### config.mk
export PLATFORM = sky130hd
export DESIGN_NAME = mem_rd_ctrl
export DESIGN_NICKNAME = d
export VERILOG_FILES = /design/src/rtl/mem_rd_ctrl_pkg.sv /design/src/rtl/mem_rd_timeout_cnt.sv /design/src/rtl/mem_rd_ctrl.sv
export SDC_FILE = /design/constraint.sdc
export NUM_CORES = 1
export LEC_CHECK = 0
export ABC_AREA = 1
export CAP_MARGIN = 20
export CORE_MARGIN = 1.5
export CORE_UTILIZATION = 65
export CTS_BUF_LIST = sky130_fd_sc_hd__clkbuf_4 sky130_fd_sc_hd__clkbuf_8
export DETAILED_ROUTE_END_ITERATION = 8
export DONT_BUFFER_PORTS = 1
export GPL_TIMING_DRIVEN = 0
export HOLD_SLACK_MARGIN = 0.05
export PLACE_DENSITY_LB_ADDON = 0.3
export SETUP_SLACK_MARGIN = 0.1
export SLEW_MARGIN = 20
export SYNTH_ARGS = -nofsm -noshare
export SYNTH_HDL_FRONTEND = slang
export SYNTH_SLANG_ARGS = --single-unit
export TNS_END_PERCENT = 100
### constraint.sdc
create_clock -name clk -period 2.8 [get_ports clk]
set_input_delay 0 -clock clk [delete_from_list [all_inputs] [get_ports clk]]
set_output_delay 0 -clock clk [all_outputs]
set_load 0.02 [all_outputs]
### src/rtl/mem_rd_ctrl_pkg.sv
// mem_rd_ctrl_pkg: shared FSM state encoding and line geometry for the load read controller
package mem_rd_ctrl_pkg;
  typedef enum logic [1:0] {IDLE = 2'd0, DC1 = 2'd1, DC2 = 2'd2, IO_WAIT = 2'd3} state_e;
  localparam int LINE_BYTES = 16;
  localparam int LINE_OFF_W = 4;
  localparam logic [15:0] IO_PAGE_DEF = 16'hFFFF;
endpackage

### src/rtl/mem_rd_timeout_cnt.sv
// mem_rd_timeout_cnt: 8-bit counter (clk, rst, clr, en in; limit in; tc out when count equals limit)
module mem_rd_timeout_cnt (
  input  logic       clk,
  input  logic       rst,
  input  logic       clr,
  input  logic       en,
  input  logic [7:0] limit,
  output logic       tc
);
  logic [7:0] cnt_q;
  always_ff @(posedge clk)
    if (rst || clr) cnt_q <= '0;
    else if (en) cnt_q <= cnt_q + 8'd1;
  assign tc = cnt_q == limit;
endmodule

### src/rtl/mem_rd_ctrl.sv
// mem_rd_ctrl: load sequencer (rd_req/rd_addr/rd_size/flush in; dc_rd_en/dc_rd_addr/addr_offset/access2_reg to dcache, io_req/io_addr/io_ack to IO, mem_rd_ready/io_err/rd_busy out)
module mem_rd_ctrl
  import mem_rd_ctrl_pkg::*;
#(
  parameter int          ADDR_W     = 32,
  parameter logic [15:0] IO_PAGE    = IO_PAGE_DEF,
  parameter int          IO_TIMEOUT = 255
) (
  input  logic              clk,
  input  logic              rst,
  input  logic              rd_req,
  input  logic [ADDR_W-1:0] rd_addr,
  input  logic [3:0]        rd_size,
  input  logic              flush,
  output logic              rd_busy,
  output logic              dc_rd_en,
  output logic [ADDR_W-1:0] dc_rd_addr,
  input  logic              dc_read_hit,
  output logic [3:0]        addr_offset,
  output logic              access2_reg,
  output logic              io_req,
  output logic [ADDR_W-1:0] io_addr,
  input  logic              io_ack,
  output logic              io_err,
  output logic              mem_rd_ready
);
  state_e state_q, state_d;
  logic [ADDR_W-1:0] addr_q;
  logic cross_q, io_d, cross_d, tc;
  assign io_d    = rd_addr[ADDR_W-1 -: 16] == IO_PAGE;
  assign cross_d = ({1'b0, rd_addr[LINE_OFF_W-1:0]} + {1'b0, rd_size}) > 5'(LINE_BYTES);
  always_comb
    state_d = (state_q == IDLE)    ? (rd_req ? (io_d ? IO_WAIT : DC1) : IDLE)
            : (state_q == IO_WAIT) ? ((io_ack || tc) ? IDLE : IO_WAIT)
            : flush                ? IDLE
            : !dc_read_hit         ? state_q
            : (state_q == DC1 && cross_q) ? DC2 : IDLE;
  always_ff @(posedge clk)
    if (rst) begin
      state_q <= IDLE;
      addr_q  <= '0;
      cross_q <= 1'b0;
    end else begin
      state_q <= state_d;
      if (state_q == IDLE && rd_req) begin
        addr_q  <= rd_addr;
        cross_q <= cross_d;
      end
    end
  mem_rd_timeout_cnt u_tmo (
    .clk  (clk),
    .rst  (rst),
    .clr  (state_q != IO_WAIT),
    .en   (state_q == IO_WAIT),
    .limit(8'(IO_TIMEOUT - 1)),
    .tc   (tc)
  );
  assign rd_busy     = state_q != IDLE;
  assign dc_rd_en    = state_q == DC1 || state_q == DC2;
  assign access2_reg = state_q == DC2;
  assign io_req      = state_q == IO_WAIT;
  assign io_addr     = io_req ? addr_q : '0;
  assign addr_offset = rd_busy ? addr_q[LINE_OFF_W-1:0] : 4'h0;
  // second line address wraps naturally in the truncated line-number add
  assign dc_rd_addr  = (state_q == DC1) ? {addr_q[ADDR_W-1:LINE_OFF_W], 4'h0}
                     : (state_q == DC2) ? {addr_q[ADDR_W-1:LINE_OFF_W] + 1'b1, 4'h0} : '0;
  // a hit in DC1 of a crossing load only loads the first half, so it is not ready yet
  assign mem_rd_ready = !rst && ((dc_rd_en && dc_read_hit && !flush && !(state_q == DC1 && cross_q))
                               || (io_req && io_ack));
  assign io_err = !rst && io_req && !io_ack && tc;
endmodule
Yosys cells after proc, flatten, opt, wreduce, memory -nomap -nowiden. Cells that the tools add are included.

Shift operators: 0. Equality and inequality tests: 6. Bitwise gates (word level): 0. $mul: 0. Reductions and logical operators: 21. Order comparisons: 1. $add $sub $neg: 3. Div/mod/pow operators: 0. Muxes and demuxes: 12.

Operator list (number): 32-bit two-way mux (3); 28-bit by 1-bit adder with 28-bit output, second input constant (1); 16-bit == test, second input constant (1); 2-bit two-way mux (8); 1-bit logical AND (10); 8-bit by 1-bit adder with 8-bit output, second input constant (1); 8-bit == test, second input constant (1); 4-bit by 4-bit adder with 5-bit output (1); 5-bit greater-than comparator, second input constant (1); 2-bit == test, second input constant (2); 1-bit logical NOT (4); 1-bit logical OR (4); 4-bit two-way mux (1); 4-bit nonzero test (1); 2-bit by 1-bit == test with 1-bit output, second input constant (1); 2-bit logical NOT (1); 2-bit inequality test, second input constant (1); 2-bit nonzero test (1).

Input port bits: 42. Memory bits (writable): 0. Memory bits (read-only): 0. Register bits: 43. Output and inout port bits: 74. Memories: 0. Latch bits: 0.

Longest topological paths before layout. Gate-level depths: netlist of run 1.

Depth in word-level cells: 7. Mapped depth: 11.

Modules after synthesis. Synthesis of run 1 repeated with hierarchy kept, for this count alone.

Cell total of the unflattened synthesis: 567. Area total of the unflattened synthesis: 3338.2 µm².

Modules (own cells, without submodules): mem_rd_ctrl (seq. area each 700.7 µm², area an instance 2817.7 µm², cells each 475, instances 1); mem_rd_timeout_cnt (seq. area each 160.2 µm², area an instance 520.5 µm², cells each 92, instances 1).

Worst setup path after synthesis of run 1. Ideal clock, no wire load.

Path type: register to output. From: reg state_q[0]. To: out io_err. Data required time: 2800 ps. Slack: 1061 ps. Data arrival time: 1739 ps. Cell stages (with the launch flop): 7. Path through: dfxtp_1 > ha_1 > buf_2 > inv_1 > nor2_1 > inv_1 > nor3_1.

Longest elaborated chain between the ends: 4.

Ends and longest elaborated chain: start: declaration (line mem_rd_ctrl.sv:27) `state_e state_q, state_d;`; start signal: assignment (line mem_rd_ctrl.sv:44) `state_q <= state_d;`; 2-bit == test (line mem_rd_ctrl.sv:61) `assign io_req = state_q == IO_WAIT;`; net io_req (line mem_rd_ctrl.sv:21) `output logic io_req,`; 1-bit logical AND (3 in series) (line mem_rd_ctrl.sv:70) `assign io_err = !rst && io_req && !io_ack && tc;`; end: declaration (line mem_rd_ctrl.sv:24) `output logic io_err,`.

The timed path passes the listed nets, and every way through them passes these cells.

Final worst setup path of run 1.
From: reg state_q[1]. To: out io_err.

Same word-level chain as after synthesis.

==> reports/qor.csv, run 1 <==
stage,metric,value,unit
global_routing,Total Routing Usage GR,37.1,%
timing,f_max,398,MHz
pwr,total power,1.55,mW
place,GP Congestion,0.918,
global_routing,vias in the first global route,3333,
setup_path,CP endpoint kind,output port,
timing,setup TNS,0,ns
setup_path,crit path max fanout,6,
setup_path,type of the worst setup path,reg -> out,
route,post-DR wirelength/cell,15.2,µm
floorplanning,initial core utilization,66.9,%
timing,Worst Tran Pin Value,0.724,ns
cells_and_area,Fillers,346,
place,placed cells,582,
run,maxcap violations,0,
setup_path,Slowest cell on crit path,nor3_1,
timing,Max Clock Skew,0.00786,ns
timing,post-route clock period utilization,89.7,%
clock_network,clock latency on the worst-skew pair,0.31,ns
setup_path,Worst EP required,2.80,ns
logic_synthesis,Synth Cell Area,0.00312,mm²
floorplanning,die area,0.00522,mm²
floorplanning,num ports,116,
cells_and_area,antenna cell count,0,
cells_and_area,multi-input logic area,0.00179,mm²
setup_path,most frequent CP cell,inv_1,
cells_and_area,proportion of layout cells with a drive suffix above 1,7.14,%
floorplanning,die span in x,72.2,µm
cells_and_area,Final Instance Area,0.00369,mm²
timing,Slew HR,51.4,%
clock_network,clk root buf,clkbuf_8,
route,drt drc,0,
clock_network,clk slew on worst S/H paths,0.08,ns
floorplanning,Core Rows,25,
cells_and_area,Reg area,861,µm²
setup_path,crit-path cells,ha_1 > buf_2 > inv_1 > nor2_1 > inv_1 > nor3_1,
timing,final hold vios,0,
global_routing,grt total ovfl,0,
floorplanning,Core Area,0.00466,mm²
place,placed instance area,0.00320,mm²
pwr,Power Density,420,mW/mm²
global_routing,first-pass GRT wire length,15.2,mm
clock_network,CTS max path bufs,2,
clock_network,CTS tree,built,
logic_synthesis,biggest area consumer among synthesized cells,dfxtp_1,
place,port buffer count,0,
timing,Final Max Slew Viols,0,
cells_and_area,Nets,627,
timing,Tmin final,2.51,ns
clock_network,cts hold-fix bufs,38,
pwr,Worst VDD drop,0.391,mV
logic_synthesis,Post-synth EDFFs,0,
place,Final HPWL DP,6.41,mm
run_status,status,"complete, no violations",
min_path,hold crit path type,in -> reg,
global_routing,initial antenna violation count,0,
timing,RSZ-0062 raised after global routing,no,
route,Initial DRC Count,293,
clock_network,CTS Sinks,43,
logic_synthesis,top cell type's share of synthesized area,27.6,%
clock_network,post-CTS setup buffer count,0,
cells_and_area,synthesis-to-finish area growth,18.5,%
logic_synthesis,sequential share of the synthesized area,27.6,%
logic_synthesis,main area contributors after synthesis,"dfxtp_1 28%, nand2_1 14%, inv_1 12%, nor2_1 9.0%, o21ai_0 8.0%",
logic_synthesis,Syn Inst Count,525,
logic_synthesis,Synth cell types,31,
route,vias per std cell,5.81,
floorplanning,Die H,72.2,µm
clock_network,# H-tree levels,2,
cells_and_area,Finished Layout Cells,628,
logic_synthesis,"Top FF cell, synth",dfxtp_1,
setup_path,CP startpoint kind,flip-flop,
route,drt pass-1 iters,5,
logic_synthesis,Synth async-reset ratio,0,%
clock_network,Post-CTS Resized,0,
route,Vias,3646,
logic_synthesis,"Avg Cell Area, Syn",5.94,µm²
logic_synthesis,"flops & latches, synth",43,
route,DRT Wirelength,9.57,mm
global_routing,pin count of the biggest net entering global routing,14,
pwr,P_leak,1.80,nW
setup_path,crit-path max cell delay,0.60,ns
setup_path,WP data arrival,2.51,ns
clock_network,clock buffers created by TritonCTS,5,
route,Antenna Nets Post-Route,0,
logic_synthesis,synth warn,0,
timing,Final Setup Violations,0,
-- worst paths after layout --
| path | startpoint | end | slack [ns] | depth (start not counted) |
|---|---|---|---|---|
| max | state_q[1] | io_err | 0.29 | 6 |
| max reg2reg | state_q[0] | state_q[0] | 0.40 | 7 |
| min reg2reg | cross_q | cross_q | 0.47 | 2 |
| min | rd_req | cross_q | 0.08 | 5 |
-- stage by stage --
| step | hold slack [ns] | setup WS (ns) | util (%) |
|---|---|---|---|
| finish | 0.0765 | 0.289 | 79.2 |
| global route | 0.101 | 0.171 | 79.2 |
| CTS | 0.0684 | 0.358 | 79.2 |
| detailed placement | 0.0716 | 0.697 | 68.6 |
| global placement | 0.0700 | 0.715 | 68.6 |
| floorplan | 0.0691 | 1.06 | - |
-- cells in the final DEF (no fill, tap or decap), types with 4 or more instances in the layout --
master	instances
nand2_1	113
inv_1	96
nor2_1	75
o21ai_0	50
dfxtp_1	43
a21oi_1	38
dlygate4sd3_1	38
nand3_1	19
nor3_1	14
nand4_1	11
ha_1	11
clkbuf_1	9
nor2_2	7
buf_4	6
clkbuf_8	6
buf_2	5
nor2_4	5
nand2_2	4
conb_1	4
-- metal layers --
layer / track usage [%] / vias to the layer above / wire length, µm
li1: - / 1727 / -
met1: 44.6 / 1665 / 3710
met2: 63.7 / 216 / 4630
met3: 6.81 / 38 / 876
met4: 18.4 / 0 / 355
met5: 0 / - / 0
-- Yosys cell counts, types with 4 or more instances --
cell,n
nor3_1,14
nand2_1,113
o21ai_0,50
nor2_4,5
buf_4,6
nor2_2,7
nand4_1,11
ha_1,11
dfxtp_1,43
a21oi_1,38
buf_2,5
nor2_1,75
clkbuf_1,9
inv_1,96
nand2_2,4
nand3_1,19
-- area by class of cell --
class	count	area share [%]
Clock inverter	2	0.949
Buffer	22	3.01
Multi-Input combinational cell	365	48.4
Inverter	98	9.96
Timing Repair Buffer	38	10.3
Sequential cell	43	23.3
Clock buffer	6	2.24
Tap cell	54	1.83
-- worst max-delay path, delay by kind of cell (launching register included) --
family | cells | cell delay, ns
simple gates | 2 | 0.91
buf+inv | 3 | 0.58
flops | 1 | 0.39
fa+ha+maj | 1 | 0.32
-- sequential cells by signal, summed over array words and instances (netlist names) --
signal	count
state_q	2
addr_q	32
cross_q	1
u_tmo.cnt_q	8
-- where the power goes --
part           total (mW)  switching [mW]  internal [mW]
sequential          0.705          0.0505          0.655
combinational       0.334           0.218          0.116
clock               0.510           0.221          0.289
total                1.55           0.490           1.06
-- cells by family after synthesis --
| family | Yosys count | synth area share, % |
|---|---|---|
| xor gates and xnor gates | 1 | 0.281 |
| adders and majority gates | 12 | 5.06 |
| other | 1 | 0.120 |
| DFF | 43 | 27.6 |
| and+or+nand+nor | 253 | 35.6 |
| buffers and inverters | 120 | 15.4 |
| AOI/OAI and AO/OA | 95 | 15.9 |
(Power assumes the default switching activity.)
==> inputs of run 2 (changes only) <==
--- a/config.mk
+++ b/config.mk
@@ -7,6 +7,7 @@
 export LEC_CHECK = 0
 export ABC_AREA = 1
 export CAP_MARGIN = 20
+export CORE_ASPECT_RATIO = 0.8
 export CORE_MARGIN = 1.5
 export CORE_UTILIZATION = 65
 export CTS_BUF_LIST = sky130_fd_sc_hd__clkbuf_4 sky130_fd_sc_hd__clkbuf_8
==> run 2 against run 1 <==
  * Die area about the same
  * Critical endpoint is now state_q[0]
  * Sequential cell count unchanged
  * Worst setup slack better by 0.051 ns
  * Clock skew down 0.0048 ns
  * Combinational power about the same
  * First-iteration DRC count up 12%
  * Global-route usage up 0.47 points
  * Cell count up 1.1%
  * Critical path depth up 1
  * Via count up 0.22%
  * Sequential power about the same
  * Worst hold slack better by 0.015 ns
  * Critical path type is now reg -> reg
  * Highest routed layer unchanged
==> reports/qor.csv, run 2 (synthesis results as in run 1) <==
stage,metric,value,unit,change
clock_network,clock latency on the worst-skew pair,0.30,ns,about the same
setup_path,r2r startpoint,state_q[0],,
setup_path,WP data arrival,2.65,ns,+0.14 ns
timing,Worst Tran Pin Value,0.832,ns,+0.109 ns
timing,setup TNS,0,ns,unchanged
timing,f_max,406,MHz,+2.1%
cells_and_area,"most common cell after layout, fill and taps aside",nand2_1,,
setup_path,R2R depth,7,,unchanged
global_routing,first-pass GRT wire length,15.2,mm,+0.32%
route,post-DR wirelength/cell,15.0,µm,-1.3%
global_routing,grt total ovfl,0,,unchanged
floorplanning,die area,0.00522,mm²,about the same
setup_path,"CP delay by family, top",buffers and inverters,,
run_status,status,"complete, no violations",,
route,DRT Wirelength,9.55,mm,-0.21%
setup_path,crit path max fanout,10,,+4
setup_path,CP startpoint kind,flip-flop,,
cells_and_area,Reg area,861,µm²,unchanged
pwr,P_leak,1.80,nW,+0.42%
place,Final HPWL DP,6.57,mm,+2.6%
setup_path,crit-path max cell delay,0.58,ns,-0.02 ns
setup_path,Slowest cell on crit path,dlygate4sd3_1,,
run,maxcap violations,0,,unchanged
clock_network,CTS max path bufs,2,,unchanged
floorplanning,num ports,116,,unchanged
clock_network,cts hold-fix bufs,39,,+2.6%
timing,post-route clock period utilization,87.9,%,-1.8 points
floorplanning,die span in x,80.4,µm,+11%
global_routing,Total Routing Usage GR,37.6,%,+0.47 points
floorplanning,initial core utilization,67.8,%,+0.93 points
floorplanning,Core Area,0.00460,mm²,-1.4%
clock_network,CTS tree,built,,
global_routing,vias in the first global route,3390,,+1.7%
clock_network,clk root buf,clkbuf_8,,
route,Initial DRC Count,327,,+12%
place,GP Congestion,0.915,,-0.29%
cells_and_area,proportion of layout cells with a drive suffix above 1,7.13,%,-0.012 points
route,Vias,3654,,+0.22%
cells_and_area,Nets,628,,+0.16%
setup_path,Worst Path Buf+Inv,4,,+1
cells_and_area,Top Registers,"addr_q: 32 flops, u_tmo.cnt_q: 8 flops, state_q: 2 flops",,
setup_path,Worst EP required,2.99,ns,+0.19 ns
timing,RSZ-0062 raised after global routing,no,,
setup_path,crit-path cells,inv_1 > ha_1 > nand2_1 > buf_2 > clkbuf_1 > a31oi_1 > dlygate4sd3_1,,
setup_path,type of the worst setup path,reg -> reg,,
route,drt pass-1 iters,6,,+1
clock_network,CTS Sinks,43,,unchanged
pwr,Worst VDD drop,0.427,mV,+9.3%
setup_path,FF-to-FF End,state_q[0],,
clock_network,clk slew on worst S/H paths,0.09,ns,about the same
clock_network,Post-CTS Resized,0,,unchanged
cells_and_area,most frequent cells in the layout,"113 x nand2_1, 96 x inv_1, 75 x nor2_1",,
clock_network,clock buffers created by TritonCTS,5,,unchanged
floorplanning,Core Rows,22,,-12%
cells_and_area,Fillers,339,,-2.0%
cells_and_area,antenna cell count,0,,unchanged
timing,Max Clock Skew,0.00307,ns,-0.00479 ns
timing,Slew HR,44.1,%,-7.3 points
timing,Tmin final,2.46,ns,-0.0505 ns
cells_and_area,Largest register FFs,32,,unchanged
cells_and_area,synthesis-to-finish area growth,19.7,%,
pwr,Power Density,436,mW/mm²,+3.9%
route,drt drc,0,,unchanged
cells_and_area,Top reg by flops,addr_q,,
timing,Final Max Slew Viols,0,,unchanged
route,Antenna Nets Post-Route,0,,unchanged
timing,Final Setup Violations,0,,unchanged
global_routing,initial antenna violation count,0,,unchanged
route,vias per std cell,5.75,,-0.89%
setup_path,CP endpoint,state_q[0],,
setup_path,CP endpoint kind,flip-flop,,
setup_path,r2r setup slk,0.34,ns,-0.06 ns
place,port buffer count,0,,unchanged
setup_path,CP Launch Point,state_q[0],,
clock_network,# H-tree levels,2,,unchanged
clock_network,post-CTS setup buffer count,0,,unchanged
timing,hold_ws,0.0917,ns,+0.0153 ns
global_routing,pin count of the biggest net entering global routing,15,,+1
min_path,hold crit path type,in -> out,,
setup_path,Crit. path cell count,7,,+1
timing,final hold vios,0,,unchanged
cells_and_area,multi-input logic area,0.00179,mm²,unchanged
floorplanning,Die H,64.9,µm,-10%
run 2: cell count changes in the layout (fill, tap and decap cells not counted):
cell | before | now
dlygate4sd3_1 | 38 | 39
clkinv_2 | 1 | 0
clkinvlp_4 | 0 | 1
bufinv_16 | 1 | 2
clkbuf_8 | 6 | 5
run 2: how the worst min path moves through the flow:
stage | cells after the start | from | endpoint | slack [ns]
finish | 1 | io_ack | io_err | 0.09
floorplan | 1 | rst | cross_q | 0.07
detailed placement | 1 | rst | cross_q | 0.07
global placement | 1 | rst | cross_q | 0.07
global route | 1 | io_ack | io_err | 0.09
CTS | 1 | io_ack | io_err | 0.09
run 2: layer usage:
metal / wire length [µm] / GRT usage (%) / vias to the layer above
met2: 4540 / 64.7 / 246
met5: 0 / 0 / -
met1: 3770 / 45.6 / 1644
met4: 234 / 15.1 / 0
li1: - / - / 1731
met3: 998 / 7.61 / 33
run 2: final cells by class:
cell class                 instances  share of cell area, %
timing repair buffer              39                   10.5
buffer                            22                   2.99
multi-input combinational        365                   47.9
tap                               60                   2.01
inverter                          98                   9.86
clock inverter                     3                   1.81
clock buffer                       5                   1.85
sequential                        43                   23.1
run 2: power breakdown:
| part | switching (mW) | total [mW] | leakage [nW] | internal (mW) |
|---|---|---|---|---|
| combinational | 0.216 | 0.333 | 1.38 | 0.117 |
| sequential | 0.0500 | 0.705 | 0.354 | 0.655 |
| clock | 0.232 | 0.588 | 0.0644 | 0.356 |
| total | 0.498 | 1.63 | 1.80 | 1.13 |
run 2: metrics by stage:
step	setup WS (ns)	utilization [%]	instances	area, µm²	power (mW)
2_1_floorplan	1.06	-	528	3130	0.923
3_3_place_gp	0.780	69.7	588	3200	0.976
3_5_place_dp	0.777	69.7	588	3200	0.988
4_1_cts	0.343	81.1	635	3730	1.61
5_1_grt	0.245	81.1	635	3730	1.69
6_report	0.339	81.1	635	3730	1.63
